File: config.mk
export PLATFORM = sky130hd
export DESIGN_NAME = wm_cycle_controller
export DESIGN_NICKNAME = d
export VERILOG_FILES = /design/src/rtl/wm_pkg.sv /design/src/rtl/wm_tick_gen.sv /design/src/rtl/wm_cycle_controller.sv
export SDC_FILE = /design/constraint.sdc
export NUM_CORES = 1
export LEC_CHECK = 0
export CAP_MARGIN = 20
export CORE_MARGIN = 2
export CORE_UTILIZATION = 35
export CTS_CLUSTER_DIAMETER = 60
export DETAILED_ROUTE_END_ITERATION = 10
export PLACE_DENSITY_LB_ADDON = 0.12
export SLEW_MARGIN = 40
export SYNTH_ARGS = -nofsm -noshare
export SYNTH_HDL_FRONTEND = slang
export SYNTH_SLANG_ARGS = --single-unit
File: constraint.sdc
create_clock -name clk -period 3.09 [get_ports clk]
set_input_delay 0.7725 -clock clk [delete_from_list [all_inputs] [get_ports clk]]
set_output_delay 0.7725 -clock clk [all_outputs]
set_load 0.05 [all_outputs]
File: src/rtl/wm_pkg.sv
// Shared definitions for the washing-machine cycle controller.
// Holds the phase encoding, the preset field width, the default timing
// parameters and the helpers that pick the next phase and its duration.
package wm_pkg;

    localparam int PRESET_W            = 5;
    localparam int TICK_DIV_DEFAULT    = 4;
    localparam int DRAIN_UNITS_DEFAULT = 3;

    typedef enum logic [2:0] {
        PH_IDLE  = 3'd0,
        PH_FILL  = 3'd1,
        PH_WASH  = 3'd2,
        PH_RINSE = 3'd3,
        PH_SPIN  = 3'd4,
        PH_DONE  = 3'd5,
        PH_ABORT = 3'd6
    } phase_e;

    typedef struct packed {
        logic [PRESET_W-1:0] cloth;
        logic [PRESET_W-1:0] wash;
        logic [PRESET_W-1:0] rinse;
        logic [PRESET_W-1:0] spin;
    } preset_t;

    // First later run phase with a nonzero duration; DONE when none is left.
    function automatic phase_e next_run_phase(input phase_e cur, input preset_t p);
        phase_e nxt;
        if ((cur < PH_FILL) && (p.cloth != 5'd0)) begin
            nxt = PH_FILL;
        end else if ((cur < PH_WASH) && (p.wash != 5'd0)) begin
            nxt = PH_WASH;
        end else if ((cur < PH_RINSE) && (p.rinse != 5'd0)) begin
            nxt = PH_RINSE;
        end else if ((cur < PH_SPIN) && (p.spin != 5'd0)) begin
            nxt = PH_SPIN;
        end else begin
            nxt = PH_DONE;
        end
        return nxt;
    endfunction

    // Duration in time units of a run phase.
    function automatic logic [PRESET_W-1:0] phase_duration(input phase_e ph, input preset_t p);
        logic [PRESET_W-1:0] dur;
        case (ph)
            PH_FILL:  dur = p.cloth;
            PH_WASH:  dur = p.wash;
            PH_RINSE: dur = p.rinse;
            PH_SPIN:  dur = p.spin;
            default:  dur = 5'd0;
        endcase
        return dur;
    endfunction

endpackage

File: src/rtl/wm_tick_gen.sv
// Time-unit prescaler for the cycle controller.
// Ports: clk, rst (sync, active high), clear (restart the unit at count 0),
// hold (freeze the count), tick (high on the last clock of a unit when not held).
module wm_tick_gen
    import wm_pkg::*;
#(
    parameter int TICK_DIV = TICK_DIV_DEFAULT
) (
    input  logic clk,
    input  logic rst,
    input  logic clear,
    input  logic hold,
    output logic tick
);

    localparam int CNT_W = (TICK_DIV > 2) ? $clog2(TICK_DIV) : 1;
    localparam logic [CNT_W-1:0] LAST_COUNT = CNT_W'(TICK_DIV - 1);

    logic [CNT_W-1:0] count_r;

    // Prescaler count: clear beats hold so a newly entered phase always starts a full unit.
    always_ff @(posedge clk) begin
        if (rst) begin
            count_r <= '0;
        end else if (clear) begin
            count_r <= '0;
        end else if (hold) begin
            count_r <= count_r;
        end else if (count_r == LAST_COUNT) begin
            count_r <= '0;
        end else begin
            count_r <= count_r + CNT_W'(1);
        end
    end

    assign tick = (count_r == LAST_COUNT) && !hold;

endmodule

File: src/rtl/wm_cycle_controller.sv
// Washing cycle sequencer: latches the preset on an accepted start, then runs
// FILL -> WASH -> RINSE -> SPIN -> DONE, skipping zero-length phases, with
// pause/door freeze and an abort drain.
// Inputs : clk, rst (sync, active high), start, pause, door_open, abort,
//          cloth_out/wash_out/rinse_out/spin_out (5-bit preset fields).
// Outputs: phase (3-bit code), remaining (units left), valve, motor, drain,
//          spin_hi, busy, done -- all registered.
module wm_cycle_controller
    import wm_pkg::*;
#(
    parameter int TICK_DIV    = TICK_DIV_DEFAULT,
    parameter int DRAIN_UNITS = DRAIN_UNITS_DEFAULT
) (
    input  logic       clk,
    input  logic       rst,
    input  logic       start,
    input  logic       pause,
    input  logic       door_open,
    input  logic       abort,
    input  logic [4:0] wash_out,
    input  logic [4:0] rinse_out,
    input  logic [4:0] spin_out,
    input  logic [4:0] cloth_out,
    output logic [2:0] phase,
    output logic [4:0] remaining,
    output logic       valve,
    output logic       motor,
    output logic       drain,
    output logic       spin_hi,
    output logic       busy,
    output logic       done
);

    localparam logic [4:0] DRAIN_LOAD = 5'(DRAIN_UNITS);

    phase_e     state_r, next_state_s;
    logic [4:0] remaining_r, rem_step_s, rem_entry_s, rem_next_s;
    preset_t    preset_r, in_preset_s, src_preset_s;
    logic       latch_s, entering_s, run_s, frozen_s, hold_s, tick_s;
    logic       next_run_s, next_frozen_s;
    logic       valve_r, motor_r, drain_r, spin_hi_r, busy_r, done_r;
    logic       valve_s, motor_s, drain_s, spin_hi_s;

    assign in_preset_s  = '{cloth: cloth_out, wash: wash_out, rinse: rinse_out, spin: spin_out};
    // On the start cycle the durations come straight from the preset inputs.
    assign src_preset_s = (state_r == PH_IDLE) ? in_preset_s : preset_r;

    assign run_s    = (state_r == PH_FILL) || (state_r == PH_WASH) ||
                      (state_r == PH_RINSE) || (state_r == PH_SPIN);
    assign frozen_s = run_s && (pause || door_open);
    // Prescaler only runs in a live run phase or the abort drain.
    assign hold_s   = frozen_s || !(run_s || (state_r == PH_ABORT));

    wm_tick_gen #(.TICK_DIV(TICK_DIV)) u_tick_gen (
        .clk   (clk),
        .rst   (rst),
        .clear (entering_s),
        .hold  (hold_s),
        .tick  (tick_s)
    );

    // Next-state and remaining-count step; abort outranks freeze and tick.
    always_comb begin
        next_state_s = state_r;
        rem_step_s   = remaining_r;
        latch_s      = 1'b0;
        case (state_r)
            PH_IDLE: begin
                if (start && !door_open && !abort) begin
                    latch_s      = 1'b1;
                    next_state_s = next_run_phase(PH_IDLE, in_preset_s);
                end else begin
                    next_state_s = PH_IDLE;
                end
            end
            PH_FILL, PH_WASH, PH_RINSE, PH_SPIN: begin
                if (abort) begin
                    next_state_s = PH_ABORT;
                end else if (tick_s) begin
                    if (remaining_r == 5'd1) begin
                        next_state_s = next_run_phase(state_r, preset_r);
                    end else begin
                        rem_step_s = remaining_r - 5'd1;
                    end
                end else begin
                    next_state_s = state_r;
                end
            end
            PH_ABORT: begin
                if (tick_s) begin
                    if (remaining_r == 5'd1) begin
                        next_state_s = PH_IDLE;
                    end else begin
                        rem_step_s = remaining_r - 5'd1;
                    end
                end else begin
                    next_state_s = PH_ABORT;
                end
            end
            PH_DONE: begin
                next_state_s = PH_IDLE;
            end
            default: begin
                next_state_s = PH_IDLE;
            end
        endcase
    end

    // Load value for the phase being entered.
    always_comb begin
        rem_entry_s = 5'd0;
        case (next_state_s)
            PH_FILL, PH_WASH, PH_RINSE, PH_SPIN: rem_entry_s = phase_duration(next_state_s, src_preset_s);
            PH_ABORT:                            rem_entry_s = DRAIN_LOAD;
            default:                             rem_entry_s = 5'd0;
        endcase
    end

    assign entering_s = (next_state_s != state_r);
    assign rem_next_s = entering_s ? rem_entry_s : rem_step_s;

    assign next_run_s    = (next_state_s == PH_FILL) || (next_state_s == PH_WASH) ||
                           (next_state_s == PH_RINSE) || (next_state_s == PH_SPIN);
    assign next_frozen_s = next_run_s && (pause || door_open);

    // Actuator decode for the coming cycle; freeze gates valve/motor/spin but not drain.
    always_comb begin
        valve_s   = 1'b0;
        motor_s   = 1'b0;
        drain_s   = 1'b0;
        spin_hi_s = 1'b0;
        case (next_state_s)
            PH_FILL:  valve_s = !next_frozen_s;
            PH_WASH:  motor_s = !next_frozen_s;
            PH_RINSE: begin
                valve_s = !next_frozen_s;
                motor_s = !next_frozen_s;
            end
            PH_SPIN: begin
                motor_s   = !next_frozen_s;
                spin_hi_s = !next_frozen_s;
                drain_s   = 1'b1;
            end
            PH_ABORT: drain_s = 1'b1;
            default:  drain_s = 1'b0;
        endcase
    end

    // State, counter, latched presets and registered outputs.
    always_ff @(posedge clk) begin
        if (rst) begin
            state_r     <= PH_IDLE;
            remaining_r <= 5'd0;
            preset_r    <= '0;
            valve_r     <= 1'b0;
            motor_r     <= 1'b0;
            drain_r     <= 1'b0;
            spin_hi_r   <= 1'b0;
            busy_r      <= 1'b0;
            done_r      <= 1'b0;
        end else begin
            state_r     <= next_state_s;
            remaining_r <= rem_next_s;
            preset_r    <= latch_s ? in_preset_s : preset_r;
            valve_r     <= valve_s;
            motor_r     <= motor_s;
            drain_r     <= drain_s;
            spin_hi_r   <= spin_hi_s;
            busy_r      <= (next_state_s != PH_IDLE);
            done_r      <= (next_state_s == PH_DONE);
        end
    end

    assign phase     = state_r;
    assign remaining = remaining_r;
    assign valve     = valve_r;
    assign motor     = motor_r;
    assign drain     = drain_r;
    assign spin_hi   = spin_hi_r;
    assign busy      = busy_r;
    assign done      = done_r;

endmodule

======== After elaboration in Yosys (flattened, before gate mapping) ========
Cells that the tools add are included.
storage, ports and cells
  output and inout bits ................... 14
  input port bits ......................... 26
  logic and storage cells ................. 108
  flip-flop bits (word level) ............. 36
operators by class
  $add $sub $neg .......................... 2
  muxes and demuxes ....................... 27
  magnitude comparators ................... 4
  reductions and logical operators ........ 44
  bitwise gates (word level) .............. 3
  eq/ne operators ......................... 15
operator list
  kind                   count
  $reduce_bool A5 Y1     8
  $mux W3                12
  $mux W20               1
  $mux W5                4
  $pmux W5 S2            2
  $pmux W5 S4            1
  $eq A3 B3 Y1 const B   5
  $eq A3 B2 Y1 const B   4
  $reduce_or A2 Y1       6
  $logic_and A1 B1 Y1    9
  $logic_or A1 B1 Y1     9
  $pmux W3 S3            1
  $reduce_or A4 Y1       2
  $eq A3 B1 Y1 const B   2
  $lt A3 B2 Y1 const B   2
  $reduce_bool A3 Y1     2
  $eq A5 B1 Y1 const B   1
  $logic_not A1 Y1       5
  $mux W1                5
  $sub A5 B1 Y5 const B  1
  $logic_not A3 Y1       1
  $lt A3 B1 Y1 const B   1
  $lt A3 B3 Y1 const B   1
  $ne A3 B3 Y1           1
  other kinds (7)        9

======== Longest topological paths before layout ========
Gate-level depths: netlist (run 1).
  depth after elaboration ................. 18
  gate-level depth with buffers ........... 11
  mapped depth without buffers ............ 10

======== By module ========
Synthesis (run 1) repeated with hierarchy kept, for this count alone.
second synthesis, totals
  cell total of the unflattened synthesis .. 333
  area, all modules ....................... 2577.5 um^2
modules (own cells, without submodules)
  module               area each (um^2)  seq. area each (um^2)  times used  cells an instance
  wm_cycle_controller  2478.6            680.7                  1           324
  wm_tick_gen          98.8              40.0                   1           9

======== Worst setup path after synthesis (run 1) ========
No wires, ideal clock.
  path kind ............................... input -> register
  from .................................... input wash_out[4]
  to ...................................... register remaining_r[0] (netlist: remaining[0])
  path buffers ............................ 1
  cell stages on the path ................. 9
  setup time .............................. 74 ps
  data arrival time ....................... 2757 ps
  setup slack ............................. 258 ps
  required time ........................... 3016 ps
  cell sequence ........................... or4_4 nor4_4 a32oi_1 nor3b_2 buf_6 or4_1 o21ai_1 a21oi_1 a31oi_1
on the way
  cells in the longest elaborated chain, start to end .. 9
  elaborated cells between the ends (all ways) .. 18
  those cells by class .................... eq/ne: 7; mux: 7; reduce/logical: 4
ends and longest elaborated chain
  what                                                    line                                      source
  start: declaration                                      wm_cycle_controller.sv:20                 input logic [4:0] wash_out,
  $reduce_bool A5 Y1 (*)                                  wm_pkg.sv:32                              end else if ((cur < PH_WASH) && (p.wash != 5'd0)) begin
  $mux W3 (*)                                             wm_pkg.sv:32
  $mux W3 (*)                                             wm_pkg.sv:30                              if ((cur < PH_FILL) && (p.cloth != 5'd0)) begin
  $mux W3 (*)                                             wm_cycle_controller.sv:69                 if (start && !door_open && !abort) begin
  $pmux W3 S3 (*)                                         wm_cycle_controller.sv:67                 case (state_r)
  $eq A3 B3 Y1, or another cell as far along              wm_pkg.sv:47, wm_cycle_controller.sv:112
  $pmux W5 S4 / $reduce_or A4 Y1 (equally long branches)  wm_pkg.sv:47, wm_cycle_controller.sv:112
  $pmux W5 S2                                             wm_cycle_controller.sv:112                case (next_state_s)
  $mux W5                                                 wm_cycle_controller.sv:120                assign rem_next_s = entering_s ? rem_entry_s : rem_step_s;
  end signal: assignment                                  wm_cycle_controller.sv:163                remaining_r <= rem_next_s;
  end: declaration                                        wm_cycle_controller.sv:37                 logic [4:0] remaining_r, rem_step_s, rem_entry_s, rem_next_s;
Mark *: on every way between the ends. The rest lies on a longest branch, timed or not.
A chain may end at the register's enable or synchronous reset.

======== Worst setup path in the final report (run 1) ========
  from .................................... input cloth_out[1]
  to ...................................... register remaining_r[4] (netlist: remaining[4])
on the way
  cells in the longest elaborated chain, start to end .. 8
  elaborated cells between the ends (all ways) .. 17
  those cells by class .................... eq/ne: 7; mux: 6; reduce/logical: 4
ends and longest elaborated chain
  what                                                    line                                      source
  start: declaration                                      wm_cycle_controller.sv:23                 input logic [4:0] cloth_out,
  $reduce_bool A5 Y1 (*)                                  wm_pkg.sv:30
  $mux W3 (*)                                             wm_pkg.sv:30
  $mux W3 (*)                                             wm_cycle_controller.sv:69
  $pmux W3 S3 (*)                                         wm_cycle_controller.sv:67
  $eq A3 B3 Y1, or another cell as far along              wm_pkg.sv:47, wm_cycle_controller.sv:112
  $pmux W5 S4 / $reduce_or A4 Y1 (equally long branches)  wm_pkg.sv:47, wm_cycle_controller.sv:112
  $pmux W5 S2                                             wm_cycle_controller.sv:112
  $mux W5                                                 wm_cycle_controller.sv:120
Marked as above.

==> impl_results.md, run 1 <==
- Run status: completed
- Placeable core region: 6310 um^2
- Int Pwr: 1.31 mW
- # diodes: 0
- Via count: 2311
- Maximum number of pins on one net before global-route repair: 21
- Switching fraction of total power: 0.407
- Largest delay share family, worst path: compound AO/OA/AOI/OAI gates
- Floorplan die area: 7130 um^2
- Cell repeated most along the worst path: sky130_fd_sc_hd__buf_4
- Number of synthesized register bits: 36
- Final weighted congestion of routability-driven global placement: between 0.9 and 1
- Leftover overflow at the end of global routing: 0
- Worst rel slew slack: 0.571
- Endpoint arrival time on the critical path: 3.21 ns
- Layout net count: 390
- Global-route wire length before repair: around 11000 um
- Effective utilization at floorplan: 0.359
- Proportion of power drawn by flip-flops and latches: 0.265
- Clock Power Share: 0.184
- Number of clock buffers inserted by TritonCTS: 5
- Post-synthesis to final-layout area growth: 45.7%
- Setup Viol. Count Final: 0
- Count of mapped cells out of synthesis: 277
- Power Density: 672 nW/um^2
- Antenna Violating Nets Remaining: 0
- Area share of the leading cell type in the synthesized netlist: 0.318
- Chain of cells forming the critical path: clkdlybuf4s50_1 > or4_4 > o41ai_4 > buf_4 > nor3_4 > buf_4 > mux2i_1 > a211o_1 > a311oi_1
- Number of H-tree levels: 2
- Top flip-flop cell by instance count after synthesis: sky130_fd_sc_hd__dfxtp_1
- Setup skew after layout: 0.00766 ns
- Leakage power total: 1.29 nW
- Largest fanout of any net on the critical path: 3
- Number of enable-type register cells in the synthesized netlist: 0
- Critical path launch point type: input port
- Die W: 84.4 um
- Overall Global Routing Usage: 0.190
- Number of standard cells in the layout, taps in and fillers out: 439
- Post-detail-place hpwl: 5140 um
- Via density per instance: 5.26
- WL final: 6680 um
- Number of port buffers: 39
- First-pass DRT Iterations: 4
- Worst Setup End Kind: flop
- Sum of buffers and inverters on the critical path: 3
- Sw power: 0.903 mW
- Combinational cell fraction of total power: 0.551
- Crit path largest cell delay: 0.59 ns
- Final Cycle Share: 0.979
- Placed Cells: 430
- Bufs on Longest Clock Path: 2
- Routed WL per cell: 15.2 um
- Critical path required time: ~3.3 ns
- Minimum clock period: 3.03 ns
- DRC marker count from the first detailed-route iteration: 107
- Max Fclk: 330 MHz
- Number of maximum-capacitance constraint violations: 0
- Number of global-route vias before repair: 2211
- Cell area after synthesis: 2260 um^2
- Worst skew pair latency: 0.29 ns
- Setup_tns: 0 ns
- Worst hold path type: flop to flop
- Number of distinct library cells after synthesis: slightly below 60
- Commonest cells in the netlist: 57 x sky130_fd_sc_hd__nand2_1, 36 x sky130_fd_sc_hd__dfxtp_1, 29 x sky130_fd_sc_hd__a21oi_1
- Number of core rows: 29
- Die Y-Extent: 84.4 um
- CTS clock-pin slew for the worst setup and hold paths: roughly 0.070 ns
- Cell with the most instances after synthesis: sky130_fd_sc_hd__nand2_1
- TritonCTS clock tree: built
- Share of cells above drive strength 1: 0.273
- Critical-path cell with the highest stage delay: sky130_fd_sc_hd__or4_4
- Setup repair after global routing missed its margin: false
- Critical path class: input port to flop
- Biggest area contributors in the synthesized netlist: sky130_fd_sc_hd__dfxtp_1 32%, sky130_fd_sc_hd__nand2_1 9.5%, sky130_fd_sc_hd__a21oi_1 6.4%, sky130_fd_sc_hd__mux2i_1 5.7%, sky130_fd_sc_hd__nor2_1 3.6%
- Warnings, synthesis: 0
- Final core utilization: 0.522
- Final hold slack: 0.457 ns
- DRC violations left: 0
- Synth Area per Inst: 8.17 um^2
- Top-level I/O count: 40
- Endpoints failing hold: 0
- Synth area leader: sky130_fd_sc_hd__dfxtp_1
- Worst IR drop on VDD: roughly 0.43 mV
- Number of antenna violations at the first check in global routing: 0
- Share of async-settable or async-resettable flops after synthesis: 0
- Clock Sink Count: 36
- Placed Area: 3050 um^2
- Net count after synthesis: 306
- Pins over their slew limit: 0
- Final standard cell area without fillers: about 3300 um^2
- Worst-Margin Slew: 0.642 ns
- Sequential fraction of the synthesis area: 0.318
- Clock root buffer: sky130_fd_sc_hd__clkbuf_8
-- sequential cells by signal (all words and copies together), names as in the netlist --
register            cells
preset_r               20
remaining               5
phase                   3
u_tick_gen.count_r      2
busy                    1
done                    1
drain                   1
motor                   1
spin_hi                 1
valve                   1
-- final cells by class --
| type | instances | area [um^2] |
|---|---|---|
| clock buffer | 6 | 72.6 |
| fill | 637 | 3020 |
| clock inverter | 2 | 35.0 |
| timing repair buffer | 94 | 840 |
| tap | 77 | 96.3 |
| sequential | 36 | 721 |
| multi-input combinational | 220 | 1520 |
| inverter | 4 | 15.0 |
-- what timing repair did --
| action | 4_1_cts | 5_1_grt |
|---|---|---|
| setup buffers | 0 | 1 |
| resized for setup | 5 | 25 |
| pin swaps | 2 | 14 |
| endpoints found under the setup margin | 4 | 5 |
| hold buffers | 0 | 0 |
-- routing by layer --
| layer | track usage | wire (um) | vias up |
|---|---|---|---|
| met5 | 0 | 0 | - |
| met4 | 0.0548 | 113 | 0 |
| met3 | 0.0285 | 213 | 10 |
| met2 | 0.316 | 3150 | 43 |
| met1 | 0.256 | 3200 | 1083 |
| li1 | - | - | 1175 |
-- power groups by stage --
stage          registers, mW  clock network (mW)  logic (mW)
5_1_grt                0.598               0.441        1.31
4_1_cts                0.588               0.417        1.14
6_report               0.587               0.409        1.22
2_1_floorplan          0.706                   0       0.624
3_3_place_gp           0.598                   0        1.11
3_5_place_dp           0.599                   0        1.11
-- through the flow --
stage	setup WS [ns]	power (mW)
floorplan	0.258	1.33
global placement	-0.317	1.71
detailed placement	-0.350	1.71
CTS	0.00244	2.14
global route	0.00298	2.34
finish	0.0639	2.22
-- cell usage in the layout, fill, tap and decap left out, types with 7 or more instances in the layout --
master and instances:
sky130_fd_sc_hd__nand3_1 7, sky130_fd_sc_hd__a21oi_1 27, sky130_fd_sc_hd__clkdlybuf4s50_1 31, sky130_fd_sc_hd__dfxtp_1 36, sky130_fd_sc_hd__dlymetal6s2s_1 8, sky130_fd_sc_hd__nor3_1 12
sky130_fd_sc_hd__nand2_1 57, sky130_fd_sc_hd__mux2i_1 13, sky130_fd_sc_hd__nor2_1 20, sky130_fd_sc_hd__buf_4 53
-- worst min-delay path, stage by stage, from the launching register on --
cell and delay (ns):
sky130_fd_sc_hd__dfxtp_1 0.31, sky130_fd_sc_hd__nand2_1 0.05, sky130_fd_sc_hd__a21oi_1 0.05
-- worst paths after layout --
kind                             startpoint                        end  slack (ns)  depth (start not counted)
hold / removal    preset_r[17]$_SDFFE_PP0P_  preset_r[17]$_SDFFE_PP0P_        0.46                          2
setup reg to reg  remaining[1]$_SDFFE_PP0P_  remaining[3]$_SDFFE_PP0P_        0.38                         11
hold reg to reg   preset_r[17]$_SDFFE_PP0P_  preset_r[17]$_SDFFE_PP0P_        0.46                          2
setup / recovery               cloth_out[1]  remaining[4]$_SDFFE_PP0P_        0.06                          9
-- cell families (layout without fill, tap and decap cells) --
| kind of cell | count (synthesis) | in the layout | synth area share |
|---|---|---|---|
| compound gates | 70 | 70 | 0.218 |
| xor+xnor | 7 | 7 | 0.0271 |
| fa+ha+maj | 3 | 3 | 0.0166 |
| buf+inv | 21 | 106 | 0.0608 |
| flops | 36 | 36 | 0.318 |
| mux | 15 | 15 | 0.0724 |
| simple gates | 125 | 125 | 0.286 |
No activity file was read; power rests on OpenSTA's default activity.
==> run 2, diff against run 1 <==
PLACE_DENSITY_LB_ADDON = default   (was 0.12)
==> run 2 against run 1 <==
Compared with the run above: final cell count decreased by 0.91%; fmax decreased by 0.13%; critical path depth increased by 2; sequential power decreased by 1%; sequential share of layout area increased by 0.57 points; routed wire length decreased by 1.5%; die area unchanged; clock power about the same; critical path type unchanged; critical endpoint is now remaining[2]$_SDFFE_PP0P_.
==> impl_results.md, run 2 (synthesized netlist as in run 1, its figures left out) <==
- Number of core rows: 29 (unchanged)
- Setup WS pre-CTS: -0.443 ns (-0.0930 ns)
- Clock Sink Count: 36 (unchanged)
- Number of clock buffers inserted by TritonCTS: 5 (unchanged)
- Most common cell after layout, fill and taps aside: sky130_fd_sc_hd__nand2_1
- Placed Cells: 422 (-1.9%)
- Via density per instance: 5.36 (+1.8%)
- Worst hold path type: flop to flop
- Power after layout: 2.22 mW (-0.12%)
- HP Start: preset_r[15]$_SDFFE_PP0P_
- Count of hold buffers inserted by post-cts repair: 0 (unchanged)
- # diodes: 0 (unchanged)
- Final worst slack: 0.0600 ns (-0.00381 ns)
- Worst rel slew slack: 0.579 (+0.00839)
- Floorplan die area: 7130 um^2 (unchanged)
- Critical path required time: 3.23 ns (-0.05 ns)
- Worst IR drop on VDD: 0.411 mV (-3.5%)
- Register containing the most flip-flops in the final layout: preset_r
- Global-route wire length before repair: 10700 um (-2.7%)
- Overall Global Routing Usage: 0.186 (-0.00401)
- TritonCTS clock tree: built
- Number of antenna violations at the first check in global routing: 0 (unchanged)
- Worst Setup End Kind: flop
- Post-synthesis to final-layout area growth: 42.0%
- Effective utilization at floorplan: 0.359 (unchanged)
- Multi-input gate area in the final layout: 1480 um^2 (-2.4%)
- Number of filler instances in the final layout: 654 (+2.7%)
- FF-to-FF Start: remaining[1]$_SDFFE_PP0P_
- Number of H-tree levels: 2 (unchanged)
- Number of standard cells in the layout, taps in and fillers out: 435 (-0.91%)
- Clock root buffer: sky130_fd_sc_hd__clkbuf_8
- Minimum clock period: 3.03 ns (+0.00381 ns)
- Sequential cell area: 721 um^2 (unchanged)
- First-pass DRT Iterations: 4 (unchanged)
- Number of maximum-capacitance constraint violations: 0 (unchanged)
- Power Density: 689 nW/um^2 (+2.5%)
- DRC marker count from the first detailed-route iteration: 146 (+36%)
- Critical path launch point type: input port
- Bufs on Longest Clock Path: 2 (unchanged)
- Setup Viol. Count Final: 0 (unchanged)
- Final weighted congestion of routability-driven global placement: 0.903 (-1.6%)
- Most used cells in the layout excluding fill and tap cells: 57 x sky130_fd_sc_hd__nand2_1, 47 x sky130_fd_sc_hd__buf_4, 36 x sky130_fd_sc_hd__dfxtp_1
- Endpoint arrival time on the critical path: 3.17 ns (-0.04 ns)
- Number of global-route vias before repair: 2150 (-2.8%)
- CTS clock-pin slew for the worst setup and hold paths: 0.07 ns (about the same)
- Launching element of the worst setup path: cloth_out[3]
- Final Cycle Share: 0.981 (+0.00123)
- Maximum number of pins on one net before global-route repair: 23 (+9.5%)
- Die W: 84.4 um (unchanged)
- Top-level I/O count: 40 (unchanged)
- Critical path class: input port to flop
- Worst-Margin Slew: 0.629 ns (-0.0126 ns)
- Leakage power total: 1.23 nW (-5.2%)
- Worst skew pair latency: 0.29 ns (about the same)
- Endpoints failing hold: 0 (unchanged)
- Via count: 2331 (+0.87%)
- Placeable core region: 6310 um^2 (unchanged)
- Antenna Violating Nets Remaining: 0 (unchanged)
- Post-detail-place hpwl: 4950 um (-3.6%)
- Die Y-Extent: 84.4 um (unchanged)
- WL final: 6580 um (-1.5%)
- Max Fclk: 330 MHz (-0.13%)
- Leftover overflow at the end of global routing: 0 (unchanged)
- Setup skew after layout: 0.00846 ns (+0.000796 ns)
- Routed WL per cell: 15.1 um (-0.59%)
- DRC violations left: 0 (unchanged)
- Share of cells above drive strength 1: 0.254 (-0.0193)
- Largest fanout of any net on the critical path: 6 (+3)
- Number of port buffers: 39 (unchanged)
- Max FFs per register: 20 (unchanged)
- Layout net count: 386 (-1.0%)
- Run status: completed
- Pins over their slew limit: 0 (unchanged)
[run 2: cell count changes in the layout (fill, tap and decap cells not counted), moves of 2 or more]
cell                             change
sky130_fd_sc_hd__dlygate4sd2_1       +3
sky130_fd_sc_hd__nor2_1              -2
sky130_fd_sc_hd__buf_6               +3
sky130_fd_sc_hd__buf_4               -6
sky130_fd_sc_hd__dlymetal6s2s_1      -5
[run 2: per-stage QoR]
stage | hold slack (ns) | util | TNS, ns | cell area, um^2
2_1_floorplan | 0.436 | - | 0 | 2260
3_3_place_gp | 0.444 | 0.471 | -2.18 | 2970
3_5_place_dp | 0.450 | 0.471 | -2.72 | 2970
4_1_cts | 0.462 | 0.500 | 0 | 3160
5_1_grt | 0.493 | 0.509 | -0.00123 | 3210
6_report | 0.458 | 0.509 | 0 | 3210
[run 2: path summary, 6_finish.rpt]
path	to	slack, ns	depth (start not counted)
worst max-delay path	remaining[2]$_SDFFE_PP0P_	0.06	11
worst min-delay path	preset_r[15]$_SDFFE_PP0P_	0.46	2
worst max register to register	remaining[2]$_SDFFE_PP0P_	0.32	13
worst min register to register	preset_r[15]$_SDFFE_PP0P_	0.46	2
[run 2: worst max-delay path, cell delays in order]
cell                              delay [ns]
sky130_fd_sc_hd__clkdlybuf4s50_1        0.44
sky130_fd_sc_hd__or4_4                  0.59
sky130_fd_sc_hd__buf_4                  0.17
sky130_fd_sc_hd__nor2_4                 0.12
sky130_fd_sc_hd__a32oi_2                0.13
sky130_fd_sc_hd__nor3b_4                0.19
sky130_fd_sc_hd__xor2_1                 0.22
sky130_fd_sc_hd__nand4_2                0.18
sky130_fd_sc_hd__buf_6                  0.18
sky130_fd_sc_hd__nor2_1                 0.11
sky130_fd_sc_hd__a311oi_1               0.06
[run 2: routing by layer]
metal | wire (um) | share of wire | GRT usage | vias up
met2 | 3100 | 0.47 | 0.302 | 74
met3 | 351 | 0.053 | 0.0246 | 11
met5 | 0 | 0 | 0 | -
li1 | - | - | - | 1169
met1 | 2980 | 0.45 | 0.251 | 1077
met4 | 152 | 0.023 | 0.0707 | 0
[run 2: report_power, final]
group	switching, mW	leakage (nW)	internal (mW)
Combinational	0.670	0.878	0.556
Sequential	0.0619	0.293	0.519
Clock	0.168	0.0552	0.239
[run 2: final cells by class]
| cell class | instances | area share |
|---|---|---|
| multi-input combinational | 220 | 0.461 |
| timing repair buffer | 90 | 0.246 |
| sequential | 36 | 0.224 |
| tap | 77 | 0.0300 |
| clock buffer | 6 | 0.0226 |
| clock inverter | 2 | 0.0109 |
| inverter | 4 | 0.00467 |
[run 2: timing repair]
item | CTS | global route
setup buffers | 3 | 1
resized for setup | 15 | 15
gates cloned | 0 | 1
setup endpoints to repair | 5 | 8
pin swaps | 11 | 10
